**src/rtl/pingpong_bank_ctrl.sv**
```systemverilog
// Ping-pong bank sequencer between the modulation mapper and the FFT.
// Fills whichever bank is free and drains full banks in arrival order.
module pingpong_bank_ctrl #(
    parameter int MEM_DEPTH  = 1200,
    parameter int ADDR_WIDTH = 11
) (
    input  logic                  CLK,
    input  logic                  RST,
    input  logic                  sym_start,
    input  logic [ADDR_WIDTH-1:0] sym_len,
    input  logic                  mod_valid,
    output logic                  mod_ready,
    output logic                  wr_en,
    output logic [ADDR_WIDTH-1:0] wr_addr,
    output logic                  wr_bank,
    input  logic                  fft_ready,
    output logic                  rd_en,
    output logic [ADDR_WIDTH-1:0] rd_addr,
    output logic                  rd_bank,
    output logic                  fft_start,
    output logic                  fft_valid,
    output logic                  fft_last,
    output logic [1:0]            bank_full,
    output logic                  cfg_err,
    output logic                  ovf_err
);

    typedef enum logic [1:0] {W_IDLE = 2'd0, W_WAIT = 2'd1, W_FILL = 2'd2} w_state_t;
    typedef enum logic       {R_IDLE = 1'b0, R_READ = 1'b1} r_state_t;
    typedef enum logic [1:0] {B_EMPTY = 2'd0, B_FILLING = 2'd1, B_FULL = 2'd2, B_DRAINING = 2'd3} bank_t;

    localparam logic [ADDR_WIDTH-1:0] DEPTH_L = ADDR_WIDTH'(MEM_DEPTH);
    localparam logic [ADDR_WIDTH-1:0] ZERO_L  = {ADDR_WIDTH{1'b0}};
    localparam logic [ADDR_WIDTH-1:0] ONE_L   = {{(ADDR_WIDTH-1){1'b0}}, 1'b1};

    w_state_t              w_state_q, w_state_d;
    r_state_t              r_state_q, r_state_d;
    bank_t                 bank_q [2];
    bank_t                 bank_d [2];
    logic [ADDR_WIDTH-1:0] len_q  [2];
    logic [ADDR_WIDTH-1:0] len_d  [2];
    logic [ADDR_WIDTH-1:0] pend_len_q, pend_len_d;
    logic [ADDR_WIDTH-1:0] wr_cnt_q, wr_cnt_d;
    logic [ADDR_WIDTH-1:0] rd_cnt_q, rd_cnt_d;
    logic                  wr_sel_q, wr_sel_d;
    logic                  rd_sel_q, rd_sel_d;
    logic                  fft_valid_q, fft_last_q;
    logic                  cfg_err_q, cfg_err_d;
    logic                  ovf_err_q;
    logic                  len_legal_s, wr_last_s, rd_last_s;

    assign len_legal_s = (sym_len != ZERO_L) && (sym_len <= DEPTH_L);
    assign mod_ready   = (w_state_q == W_FILL);
    assign wr_en       = mod_valid & mod_ready;
    assign wr_addr     = mod_ready ? wr_cnt_q : ZERO_L;
    assign wr_bank     = mod_ready & wr_sel_q;
    assign wr_last_s   = (wr_cnt_q == (len_q[wr_sel_q] - ONE_L));
    assign rd_en       = (r_state_q == R_READ);
    assign rd_addr     = rd_en ? rd_cnt_q : ZERO_L;
    assign rd_bank     = rd_en & rd_sel_q;
    assign rd_last_s   = (rd_cnt_q == (len_q[rd_sel_q] - ONE_L));
    assign fft_start   = rd_en & (rd_cnt_q == ZERO_L);
    assign fft_valid   = fft_valid_q;
    assign fft_last    = fft_last_q;
    assign cfg_err     = cfg_err_q;
    assign ovf_err     = ovf_err_q;
    assign bank_full[0] = (bank_q[0] == B_FULL) || (bank_q[0] == B_DRAINING);
    assign bank_full[1] = (bank_q[1] == B_FULL) || (bank_q[1] == B_DRAINING);

    // Next-state logic for both FSMs and the per-bank lifecycle
    always_comb begin
        w_state_d  = w_state_q;
        r_state_d  = r_state_q;
        bank_d     = bank_q;
        len_d      = len_q;
        pend_len_d = pend_len_q;
        wr_cnt_d   = wr_cnt_q;
        rd_cnt_d   = rd_cnt_q;
        wr_sel_d   = wr_sel_q;
        rd_sel_d   = rd_sel_q;
        cfg_err_d  = 1'b0;

        case (w_state_q)
            W_IDLE: begin
                if (sym_start && len_legal_s) begin
                    pend_len_d = sym_len;
                    if (bank_q[wr_sel_q] == B_EMPTY) begin
                        w_state_d        = W_FILL;
                        bank_d[wr_sel_q] = B_FILLING;
                        len_d[wr_sel_q]  = sym_len;
                    end else begin
                        w_state_d = W_WAIT;
                    end
                end else begin
                    cfg_err_d = sym_start;
                end
            end
            W_WAIT: begin
                cfg_err_d = sym_start;
                if (bank_q[wr_sel_q] == B_EMPTY) begin
                    w_state_d        = W_FILL;
                    bank_d[wr_sel_q] = B_FILLING;
                    len_d[wr_sel_q]  = pend_len_q;
                end else begin
                    w_state_d = W_WAIT;
                end
            end
            W_FILL: begin
                cfg_err_d = sym_start;
                if (wr_en && wr_last_s) begin
                    bank_d[wr_sel_q] = B_FULL;
                    wr_cnt_d         = ZERO_L;
                    wr_sel_d         = ~wr_sel_q;
                    w_state_d        = W_IDLE;
                end else if (wr_en) begin
                    wr_cnt_d = wr_cnt_q + ONE_L;
                end else begin
                    wr_cnt_d = wr_cnt_q;
                end
            end
            default: begin
                w_state_d = W_IDLE;
            end
        endcase

        // Read side only ever touches a FULL/DRAINING bank, never the one being filled
        case (r_state_q)
            R_IDLE: begin
                if ((bank_q[rd_sel_q] == B_FULL) && fft_ready) begin
                    r_state_d        = R_READ;
                    bank_d[rd_sel_q] = B_DRAINING;
                    rd_cnt_d         = ZERO_L;
                end else begin
                    r_state_d = R_IDLE;
                end
            end
            R_READ: begin
                if (rd_last_s) begin
                    bank_d[rd_sel_q] = B_EMPTY;
                    rd_cnt_d         = ZERO_L;
                    rd_sel_d         = ~rd_sel_q;
                    r_state_d        = R_IDLE;
                end else begin
                    rd_cnt_d = rd_cnt_q + ONE_L;
                end
            end
            default: begin
                r_state_d = R_IDLE;
            end
        endcase
    end

    // State, counters and registered status outputs
    always_ff @(posedge CLK) begin
        if (!RST) begin
            w_state_q   <= W_IDLE;
            r_state_q   <= R_IDLE;
            bank_q[0]   <= B_EMPTY;
            bank_q[1]   <= B_EMPTY;
            len_q[0]    <= ZERO_L;
            len_q[1]    <= ZERO_L;
            pend_len_q  <= ZERO_L;
            wr_cnt_q    <= ZERO_L;
            rd_cnt_q    <= ZERO_L;
            wr_sel_q    <= 1'b0;
            rd_sel_q    <= 1'b0;
            fft_valid_q <= 1'b0;
            fft_last_q  <= 1'b0;
            cfg_err_q   <= 1'b0;
            ovf_err_q   <= 1'b0;
        end else begin
            w_state_q   <= w_state_d;
            r_state_q   <= r_state_d;
            bank_q      <= bank_d;
            len_q       <= len_d;
            pend_len_q  <= pend_len_d;
            wr_cnt_q    <= wr_cnt_d;
            rd_cnt_q    <= rd_cnt_d;
            wr_sel_q    <= wr_sel_d;
            rd_sel_q    <= rd_sel_d;
            fft_valid_q <= rd_en;
            fft_last_q  <= rd_en & rd_last_s;
            cfg_err_q   <= cfg_err_d;
            ovf_err_q   <= mod_valid & ~mod_ready;
        end
    end

endmodule

```
**config.mk**
```make
export PLATFORM = sky130hd
export DESIGN_NAME = pingpong_bank_ctrl
export DESIGN_NICKNAME = d
export VERILOG_FILES = /design/src/rtl/pingpong_bank_ctrl.sv
export SDC_FILE = /design/constraint.sdc
export NUM_CORES = 1
export LEC_CHECK = 0
export BUFFER_PORTS_ARGS = -buffer_cell sky130_fd_sc_hd__buf_2
export CORE_MARGIN = 5
export CORE_UTILIZATION = 54
export CTS_CLUSTER_DIAMETER = 60
export CTS_CLUSTER_SIZE = 16
export DETAILED_ROUTE_END_ITERATION = 6
export HOLD_SLACK_MARGIN = 0.06
export PLACE_DENSITY = 0.87
export SLEW_MARGIN = 15
export SYNTH_ARGS = -nofsm -noshare
export SYNTH_HDL_FRONTEND = slang
export SYNTH_SLANG_ARGS = --single-unit
```
**constraint.sdc**
```tcl
create_clock -name CLK -period 3 [get_ports CLK]
set_input_delay 0.45 -clock CLK [delete_from_list [all_inputs] [get_ports CLK]]
set_output_delay 0.45 -clock CLK [all_outputs]
set_load 0.02 [all_outputs]
```
==> results.py <==
metrics = {
    "setup_path": {
        "start_kind": "flop",
        "timing.rr.start": "wr_sel_q$_SDFFE_PN0P_",
        "crit_fanout": 18,
        "cp-end-kind": "flop",
        "cp-startpoint": "wr_sel_q$_SDFFE_PN0P_",
        "crit_type": "flop to flop",
        "reg2reg_depth": 8,
        "arrival_ns": 3.16,
        "worstPathRequired_ns": 3.27,
    },
    "yosys": {
        "synth.yosys.seq_area_share_pct": 29.2,
        "netlist_area_um2": 4660,
        "syn-mean-instance-area_um2": 7.85,
        "netlist_top_cells_area": "dfxtp_1 (29%), mux2i_1 (7.3%), xnor2_1 (5.8%)",
        "synth-edff-count": 0,
        "synth_top_area_share_pct": 29.2,
        "ys_warn_count": 0,
        "syn_inst": 594,
        "synthArstFlopShare_pct": 0,
        "synth-seq-cells": 68,
        "ys.flop_type": "dfxtp_1",
        "yosysTopAreaCell": "dfxtp_1",
        "synth_cell_type_count": 69,
        "yosysMostFrequentCell": "dfxtp_1",
        "syn-num-nets": 619,
        "yosys-top-cells-count": "dfxtp_1 (68), nor2_1 (62), nand2_1 (49), mux2i_1 (34)",
    },
    "timing": {
        "max_freq_ghz": 0.345,
        "tightestPinTransition_ns": 0.550,
        "rsz0062_at_grt": "false",
        "period_needed_ns": 2.89,
        "finalClockSkew_ns": 0.00780,
        "holdWs_ns": 0.338,
        "fin_crit_sh_pct": 96.5,
        "slew_viol_final": 0,
        "hold_violations": 0,
        "finalSetupViolations": 0,
        "slew_headroom_pct": 62.9,
        "setup_ws_ns": 0.105,
    },
    "pwr": {
        "ir_drop_v": 0.000439,
        "power_uw": 4550,
        "p_clk_share_pct": 14.6,
        "power.internal_uw": 2510,
        "p_comb_share_pct": 60.7,
        "leakage_uw": 0.00203,
        "switchingPower_uw": 2040,
        "swShare_pct": 44.8,
        "cellPowerDensity_nw_per_um2": 846,
        "power_frac_seq_pct": 24.6,
    },
    "cells_and_area": {
        "nFillCells": 704,
        "antenna_cells": 0,
        "fin_nets": 673,
        "final_util_pct": 64.8,
        "drive_above_1_share_pct": 21.3,
        "instances_no_fill": 757,
        "syn_to_final_growth_pct": 15.4,
    },
    "floorplanning": {
        "start_util_pct": 56.2,
        "fp.dieH_um": 103,
        "rows": 33,
        "die_x_um": 103,
        "die_area_um2": 10600,
        "coreArea_um2": 8300,
        "io_pins": 50,
    },
    "clock_network": {
        "clk_latency_ns": 0.35,
        "cts_tree": "done",
        "ctsHoldBuffers": 0,
        "htree_levels": 3,
        "clk_pin_slew_ns": 0.08,
        "cts.path.max_buffers": 2,
        "clockRootBuffer": "clkbuf_8",
        "cts_num_sinks": 68,
        "cts_made_buffers": 9,
    },
    "global_routing": {
        "overflow": 0,
        "antenna_found_initial": 0,
        "grt_util_met1_pct": 33.3,
        "first_global_vias": 4493,
        "gr-usage-met3_pct": 5.01,
        "grt_use_total_pct": 25.4,
        "grt_pass1_wl_mm": 21.6,
        "grt_max_degree": 42,
        "met2_usage_pct": 40.9,
        "top_usage_layer": "met2",
    },
    "placement": {
        "io_buffers": 49,
        "dp_hpwl_mm": 9.81,
        "dp.cells": 742,
        "gp_congestion": 0.908,
        "dp_slack_ns": -0.110,
    },
    "flow_run": {
        "drv_cap": 0,
    },
    "detailed_routing": {
        "drc": 0,
        "vias": 4744,
        "drt-initial-drc-count": 449,
        "finalWirelength_mm": 13.1,
        "dr.pass1.iters": 5,
        "wire_per_inst_um": 17.3,
        "vias_per_cell": 6.27,
        "antenna_left": 0,
    },
    "min_path": {
        "whs_path_depth": 3,
        "min-delay-start": "sym_start",
        "min_path_type": "input pin to flop",
    },
    "status": {
        "status": "finished, final reports clean",
    },
}
-- worst paths after layout --
check / endpoint / slack [ns]
min: cfg_err$_SDFF_PN0_ / 0.34
min reg2reg: pend_len_q[8]$_SDFFE_PN0P_ / 0.46
max: bank_q[3]$_SDFF_PN0_ / 0.11
max reg2reg: bank_q[3]$_SDFF_PN0_ / 0.11
-- metal layers --
layer	routed length [um]	vias to the layer above
met1	5600	2242
met4	398	0
li1	-	2246
met2	6130	220
met5	0	-
met3	978	36
-- final cells by class --
class | instances | area, um^2 | area share (%)
multi-input cells | 461 | 3080 | 57.3
clock buffers | 9 | 124 | 2.30
flip-flops and latches | 68 | 1370 | 25.4
clock inverters | 6 | 41.3 | 0.768
well taps | 105 | 131 | 2.44
repair buffers | 89 | 562 | 10.4
inverters | 19 | 71.3 | 1.33
-- cells by family after synthesis --
logic type                 after synthesis  synth area share, %
adders and majority gates                9                 2.42
AOI/OAI and AO/OA                      122                 18.0
xor gates and xnor gates                42                 7.89
and+or+nand+nor                        253                 28.7
buffers and inverters                   65                 6.15
muxes                                   35                 7.60
DFF                                     68                 29.2
-- stage by stage --
step	setup TNS, ns	instance area (um^2)
floorplan	0	4660
global placement	-0.387	5120
detailed placement	-0.911	5120
CTS	0	5310
global route	0	5380
finish	0	5380
-- placed cells by master (no fill, tap or decap), types with 20 or more instances in the layout --
| master | count |
|---|---|
| a211oi_1 | 24 |
| a21oi_1 | 23 |
| and2_1 | 20 |
| buf_2 | 49 |
| buf_4 | 38 |
| dfxtp_1 | 67 |
| mux2i_1 | 33 |
| nand2_1 | 49 |
| nand3_1 | 28 |
| nor2_1 | 59 |
| o21ai_0 | 28 |
| xnor2_1 | 31 |
-- registers in the layout (all words and copies together) (netlist names), 2 cells and up --
| register | count |
|---|---|
| wr_cnt_q | 11 |
| pend_len_q | 11 |
| bank_q | 4 |
| rd_cnt_q | 11 |
| len_q | 22 |
| w_state_q | 2 |
-- power groups by stage --
stage / logic, uW / clock network [uW] / registers, uW
final: 2760 / 666 / 1120
after global routing: 3020 / 712 / 1140
after CTS: 2650 / 670 / 1120
after detailed placement: 2620 / 0 / 1140
after global placement: 2540 / 0 / 1130
after floorplan: 1930 / 0 / 1130
-- critical path, cell delays in order, from the launching register on --
cell	delay [ns]
dfxtp_4	0.38
buf_12	0.16
or3_2	0.42
a222oi_1	0.35
xnor2_1	0.17
or3b_1	0.36
or4_4	0.56
o211a_1	0.27
nor4_2	0.13
-- what timing repair did --
item                                    in CTS  in global routing
endpoints found under the setup margin      12                 31
gates resized for setup                      3                 20
endpoints found under the hold margin        0                  0
pin swaps                                    0                  7
buffers inserted                             0                  0
No activity file was read; power rests on OpenSTA's default activity.
